**src/rtl/game_pkg.sv**
```systemverilog
// Shared types and helpers for the symbol-counting game round sequencer.
package game_pkg;

  typedef enum logic [2:0] {
    IDLE, PRELIM, GAME, ANSWER, POST, JUDGE, VICTORY, LOSE
  } gameStateT;

  localparam logic [3:0] PH_NONE   = 4'b0000;
  localparam logic [3:0] PH_PRE    = 4'b0001;
  localparam logic [3:0] PH_GAME   = 4'b0010;
  localparam logic [3:0] PH_ANSWER = 4'b0100;
  localparam logic [3:0] PH_POST   = 4'b1000;

  localparam int MAX_SECS = 255;
  localparam int SECS_W   = $clog2(MAX_SECS + 1);

  // Generator period for a level, floored at one step so it can never underflow.
  function automatic logic [31:0] symMaxFor(input logic [3:0] level,
                                            input logic [31:0] base,
                                            input logic [31:0] step);
    logic [35:0] prod;
    logic [35:0] base36;
    prod   = 36'(level) * 36'(step);
    base36 = 36'(base);
    if (prod >= base36 || (base36 - prod) < 36'(step)) return step;
    return base - prod[31:0];
  endfunction

endpackage

```
**src/rtl/game_round_sequencer_phase_timer.sv**
```systemverilog
// Loadable seconds down-counter shared by all timed phases of a round.
module phase_timer #(
  parameter int W = 8
) (
  input  logic         clk,
  input  logic         rstN,
  input  logic         tick,
  input  logic         clear,
  input  logic         load,
  input  logic [W-1:0] loadVal,
  output logic [W-1:0] secsLeft,
  output logic         done
);

  always_ff @(posedge clk or negedge rstN) begin
    if (!rstN)                          secsLeft <= '0;
    else if (clear)                     secsLeft <= '0;
    else if (load)                      secsLeft <= loadVal;
    else if (tick && secsLeft != '0)    secsLeft <= secsLeft - 1'b1;
  end

  assign done = tick && (secsLeft == W'(1));

endmodule

```
**src/rtl/game_round_sequencer.sv**
```systemverilog
// Round controller: prelim/game/answer/post phase sequencing, judging,
// level and lives tracking for the symbol-counting game.
//
// state   | meaning
// IDLE    | no round running
// PRELIM  | countdown before symbols appear
// GAME    | symbols generated, player counting
// ANSWER  | generator stopped, player finalises count
// POST    | difference captured, result pending
// JUDGE   | one-cycle pass/fail decision
// VICTORY | all levels passed, waiting for start
// LOSE    | out of lives, waiting for start
module game_round_sequencer
  import game_pkg::*;
#(
  parameter int          NUM_LEVELS  = 8,
  parameter int          LIVES       = 3,
  parameter int          PRELIM_SECS = 3,
  parameter int          GAME_SECS   = 10,
  parameter int          ANSWER_SECS = 5,
  parameter int          POST_SECS   = 3,
  parameter int          TOLERANCE   = 0,
  parameter int          COUNT_W     = 8,
  parameter logic [31:0] SYM_BASE    = 32'd50_000_000,
  parameter logic [31:0] SYM_STEP    = 32'd5_000_000
) (
  input  logic               Clk100M,
  input  logic               RstN,
  input  logic               tick1Hz,
  input  logic               start,
  input  logic               abort,
  input  logic [COUNT_W-1:0] userCount,
  input  logic [COUNT_W-1:0] magicCount,
  output logic [3:0]         phase,
  output logic [7:0]         secsLeft,
  output logic [3:0]         curLevel,
  output logic [3:0]         livesLeft,
  output logic [31:0]        symGenMax,
  output logic               startGen,
  output logic               stopGen,
  output logic               stopCount,
  output logic               roundPass,
  output logic               roundFail,
  output logic               victory,
  output logic               lose
);

  localparam logic [3:0]  LIVES_C    = 4'(LIVES);
  localparam logic [3:0]  LAST_LEVEL = 4'(NUM_LEVELS - 1);
  localparam logic [31:0] TOL_C      = 32'(TOLERANCE);

  gameStateT          state;
  logic [COUNT_W-1:0] diff;
  logic               timerDone;
  logic               timerLoad;
  logic               timerClear;
  logic [SECS_W-1:0]  timerLoadVal;
  logic               roundOk;
  logic               lastLevel;
  logic               lastLife;

  assign roundOk   = 32'(diff) <= TOL_C;
  assign lastLevel = curLevel == LAST_LEVEL;
  assign lastLife  = livesLeft <= 4'd1;

  // Timer reload decisions mirror the FSM transitions below.
  always_comb begin
    timerClear   = abort;
    timerLoad    = 1'b0;
    timerLoadVal = '0;
    if (!abort) begin
      case (state)
        IDLE, VICTORY, LOSE: begin
          timerLoad    = start;
          timerLoadVal = SECS_W'(PRELIM_SECS);
        end
        PRELIM: begin
          timerLoad    = timerDone;
          timerLoadVal = SECS_W'(GAME_SECS);
        end
        GAME: begin
          timerLoad    = timerDone;
          timerLoadVal = SECS_W'(ANSWER_SECS);
        end
        ANSWER: begin
          timerLoad    = timerDone;
          timerLoadVal = SECS_W'(POST_SECS);
        end
        POST:    timerClear = timerDone;
        JUDGE: begin
          timerLoad    = roundOk ? !lastLevel : !lastLife;
          timerLoadVal = SECS_W'(PRELIM_SECS);
        end
        default: timerClear = 1'b1;
      endcase
    end
  end

  phase_timer #(.W(SECS_W)) uTimer (
    .clk      (Clk100M),
    .rstN     (RstN),
    .tick     (tick1Hz),
    .clear    (timerClear),
    .load     (timerLoad),
    .loadVal  (timerLoadVal),
    .secsLeft (secsLeft),
    .done     (timerDone)
  );

  always_ff @(posedge Clk100M or negedge RstN) begin
    if (!RstN) begin
      state     <= IDLE;
      phase     <= PH_NONE;
      curLevel  <= '0;
      livesLeft <= LIVES_C;
      diff      <= '0;
      startGen  <= 1'b0;
      stopGen   <= 1'b0;
      stopCount <= 1'b0;
      roundPass <= 1'b0;
      roundFail <= 1'b0;
      victory   <= 1'b0;
      lose      <= 1'b0;
    end else begin
      startGen  <= 1'b0;
      stopGen   <= 1'b0;
      roundPass <= 1'b0;
      roundFail <= 1'b0;
      if (abort) begin
        state     <= IDLE;
        phase     <= PH_NONE;
        stopCount <= 1'b0;
        victory   <= 1'b0;
        lose      <= 1'b0;
      end else begin
        case (state)
          IDLE, VICTORY, LOSE: if (start) begin
            state     <= PRELIM;
            phase     <= PH_PRE;
            curLevel  <= '0;
            livesLeft <= LIVES_C;
            victory   <= 1'b0;
            lose      <= 1'b0;
          end
          PRELIM: if (timerDone) begin
            state    <= GAME;
            phase    <= PH_GAME;
            startGen <= 1'b1;
          end
          GAME: if (timerDone) begin
            state     <= ANSWER;
            phase     <= PH_ANSWER;
            stopGen   <= 1'b1;
            stopCount <= 1'b1;
          end
          ANSWER: if (timerDone) begin
            state <= POST;
            phase <= PH_POST;
            diff  <= (userCount >= magicCount) ? userCount - magicCount
                                               : magicCount - userCount;
          end
          POST: if (timerDone) begin
            state <= JUDGE;
            phase <= PH_NONE;
          end
          JUDGE: begin
            stopCount <= 1'b0;
            if (roundOk) begin
              roundPass <= 1'b1;
              if (lastLevel) begin
                state   <= VICTORY;
                phase   <= PH_NONE;
                victory <= 1'b1;
              end else begin
                state    <= PRELIM;
                phase    <= PH_PRE;
                curLevel <= curLevel + 4'd1;
              end
            end else begin
              roundFail <= 1'b1;
              livesLeft <= livesLeft - 4'd1;
              if (lastLife) begin
                state <= LOSE;
                phase <= PH_NONE;
                lose  <= 1'b1;
              end else begin
                state <= PRELIM;
                phase <= PH_PRE;
              end
            end
          end
          default: begin
            state <= IDLE;
            phase <= PH_NONE;
          end
        endcase
      end
    end
  end

  always_ff @(posedge Clk100M or negedge RstN) begin
    if (!RstN) symGenMax <= SYM_BASE;
    else       symGenMax <= symMaxFor(curLevel, SYM_BASE, SYM_STEP);
  end

endmodule

```
**config.mk**
```make
export PLATFORM = sky130hd
export DESIGN_NAME = game_round_sequencer
export DESIGN_NICKNAME = d
export VERILOG_FILES = /design/src/rtl/game_pkg.sv /design/src/rtl/game_round_sequencer_phase_timer.sv /design/src/rtl/game_round_sequencer.sv
export SDC_FILE = /design/constraint.sdc
export NUM_CORES = 1
export LEC_CHECK = 0
export BUFFER_PORTS_ARGS = -buffer_cell sky130_fd_sc_hd__buf_2
export CAP_MARGIN = 15
export CORE_ASPECT_RATIO = 2
export CORE_UTILIZATION = 35
export CTS_CLUSTER_SIZE = 14
export DETAILED_ROUTE_END_ITERATION = 7
export PLACE_DENSITY = 0.51
export SETUP_SLACK_MARGIN = 0.02
export SLEW_MARGIN = 25
export SYNTH_ARGS = -nofsm -noshare
export SYNTH_HDL_FRONTEND = slang
export SYNTH_HIERARCHICAL = 1
export SYNTH_SLANG_ARGS = --single-unit
```
**constraint.sdc**
```tcl
create_clock -name Clk100M -period 4.6 [get_ports Clk100M]
set_input_delay 0.23 -clock Clk100M [delete_from_list [all_inputs] [get_ports Clk100M]]
set_output_delay 0.23 -clock Clk100M [all_outputs]
set_load 0.03 [all_outputs]
```
==> metrics <==
Initial DRT Pass Iterations 4; minimum clock period about 4.3 ns; share of layout cells above drive strength 1 approximately a quarter; core outline area around 0.015 mm2; CP Buf/Inv Count 2; internal power roughly 1.2 mW; WL/cell ~17 um; RSZ-0062 raised after global routing false; initial antenna violation count 0; EDFF count, synth 0; Iter 0 DRT Violations ~160; crit share post-route between 90% and 100%; I/O pins 80; Die Ht between 150 and 200 um; DRT Wirelength 15.2 mm; Final Core Density between 40 and 50%; Worst path top cell family by delay compound AO/OA/AOI/OAI gates; Sw Ratio a little over a third; CP cell instances ha_1, inv_1, ha_1, ha_1, fa_1, a21o_1, a311oi_2, nor3_1, nor4_2, a211oi_1, o32ai_1, a31o_1, nor4_4, buf_4, o41ai_1; Clock Power Share about a third; Port-buffer cells 73; critical path's most frequent cell ha_1; Slowest Stage Delay on Critical Path 0.46 ns; Avg Inst Size Synth between 8 and 9 um2; die area 0.0162 mm2; sequential share of the synthesized area 27.7%; Reg clk slew, reported paths roughly 0.050 ns; Final setup viols 0; worst endpoint data arrival time between 4 and 5 ns; deepest clock path buffer count 2; Layout Nets 785; Synth Warn # 6; hold buffer count at CTS 0; Final Non-Filler Cells between 900 and 1,000; achievable clock frequency 0.231 GHz; Post-Syn Area about 0.0055 mm2; clock tree root driver cell clkbuf_16; P_leak between 3 and 4 nW; worst vdd ir between 200 and 300 uV; Mapped Cells approximately 630; Yosys top cell by area dfrtp_1; clock sinks 60; worst skew pair latency about 0.35 ns; Die Wd about 90 um; first-pass GRT wire length about 25 mm; Psw 0.684 mW; num rows between 60 and 70; CP Launch Type flip-flop; Ant. Diodes 0; largest net degree at the start of global routing 61; register bit total from synthesis 60; setup TNS 0 ns; Gate power share between 30% and 40%; top_reg_cell synth dfrtp_1; vias in the first global route approximately 5,000; vias per cell 5.39; Data required, critical path roughly 4.8 ns; outcome finished, final reports clean; CTS tree built; Area Growth Syn to Fin 18.5%; Post-Route Skew roughly 0.011 ns; Max Cap Viol 0; CTS Buf Count 9; Crit Path Class flip-flop to flip-flop; top post-synthesis cells by area dfrtp_1, ha_1, dfstp_2; Global Route Usage Sum approximately 20%; power per cell area 294 mW/mm2; count of different cell masters after synthesis 87; post-DP HPWL 12.1 mm; Overall Power ~1.9 mW; Post-CTS Setup Bufs 0; Setup crit end kind flip-flop; DRC 0; Filler cells roughly 1,600; top cell type's share of synthesized area about a fifth; final instance area 0.00649 mm2; placed insts around 900; Slew headroom roughly 40%; crit path max fanout 13; final max-slew violation count 0; antenna-violating nets left 0; Worst path slowest cell dfrtp_2; count of final hold-check violations 0; Initial Util between 30% and 40%; Via Count approximately 4,900; worst slew pin tran between 0.9 and 1 ns; Placement Cell Area ~0.0061 mm2; worst min path class input pin to asynchronous set/reset pin; sequential fraction of design power between 30% and 40%; H-Tree Depth 3; GRT overflow 0; ys async rst share 100%; routability cong. roughly 0.85
cells in the mapped netlist, types with 11 or more instances:
cell / count
a21oi_1: 35
dfstp_2: 14
buf_4: 11
dfrtp_1: 46
nor2_1: 60
nor3_1: 21
nand2_1: 56
o21ai_0: 25
ha_1: 46
nand3_1: 20
clkbuf_1: 12
inv_1: 33
xnor2_1: 19
kinds of logic (layout without fill, tap and decap cells):
family | Yosys count | in the layout | synth area share, %
simple gates | 239 | 239 | 22.9
compound gates | 161 | 161 | 22.9
buf+inv | 69 | 152 | 6.17
flops | 60 | 60 | 27.7
fa+ha+maj | 50 | 50 | 12.0
xor+xnor | 32 | 32 | 5.67
mux | 13 | 13 | 2.56
other cells | 1 | 12 | 0.0685
cell type report:
cell class | count | area [um2] | share of cell area [%]
clock buffer | 12 | 236 | 3.64
timing repair buffer | 103 | 591 | 9.10
tap | 198 | 248 | 3.82
multi-input combinational | 507 | 3720 | 57.3
inverter | 33 | 124 | 1.91
clock inverter | 4 | 50.0 | 0.771
sequential | 60 | 1520 | 23.4
through the flow:
| step | worst slack [ns] | hold slack, ns |
|---|---|---|
| global route | 0.0396 | 0.150 |
| detailed placement | 0.127 | 0.462 |
| CTS | 0.102 | 0.100 |
| finish | 0.267 | 0.0271 |
| global placement | 0.187 | 0.447 |
| floorplan | 0.0789 | -0.0656 |
flip-flops by register name (all words and copies together) (netlist names):
name	flops
symGenMax	22
diff	8
uTimer/secsLeft	8
curLevel	4
livesLeft	4
phase	4
state	3
lose	1
roundFail	1
roundPass	1
startGen	1
stopCount	1
stopGen	1
victory	1
final timing paths:
| path | start | endpoint | slack (ns) | cells past startpoint |
|---|---|---|---|---|
| min | RstN | symGenMax[8] | 0.03 | 2 |
| max in group asynchronous | RstN | curLevel[1] | 3.94 | 2 |
| max | curLevel[1] | symGenMax[12] | 0.27 | 15 |
| max reg2reg | curLevel[1] | symGenMax[12] | 0.27 | 15 |
| min reg2reg | diff[4] | diff[4] | 0.47 | 2 |
| min in group Clk100M | magicCount[0] | diff[0] | 0.27 | 3 |
power by group through the flow:
| stage | combinational (mW) | clock, mW | sequential [mW] |
|---|---|---|---|
| CTS | 0.596 | 0.691 | 0.638 |
| finish | 0.593 | 0.672 | 0.639 |
| detailed placement | 0.592 | 0 | 0.648 |
| floorplan | 0.390 | 0 | 0.699 |
| global route | 0.654 | 0.718 | 0.648 |
| global placement | 0.588 | 0 | 0.645 |
worst register-to-register path, cell delays in order, from the launching register on:
cell and delay [ns]:
dfrtp_2 0.46, ha_1 0.30, inv_1 0.05, ha_1 0.28
ha_1 0.24, fa_1 0.41, a21o_1 0.26, a311oi_2 0.45
nor3_1 0.16, nor4_2 0.41, a211oi_1 0.09, o32ai_1 0.35
a31o_1 0.20, nor4_4 0.05, buf_4 0.20, o41ai_1 0.32
layer usage:
metal / vias to the layer above / part of all wire [%] / global-route usage (%)
li1: 2428 / - / -
met1: 2346 / 33 / 17.3
met2: 129 / 59 / 41.7
met4: 0 / 4.7 / 12.6
met3: 39 / 3.1 / 3.10
met5: - / 0 / 0
layout by cell type (no fill, tap or decap), types with 14 or more instances in the layout:
cell / count
dfrtp_1: 45
dfstp_2: 14
a21oi_1: 34
nor2_1: 60
nand3_1: 20
ha_1: 46
buf_2: 73
o21ai_0: 25
xnor2_1: 19
nor3_1: 21
buf_4: 30
inv_1: 33
nand2_1: 56
timing repair:
item / CTS / global route
resized for setup: 0 / 10
endpoints found under the setup margin: 0 / 16
endpoints found under the hold margin: 0 / 0
Note: power is estimated with default switching activity, not from simulation.
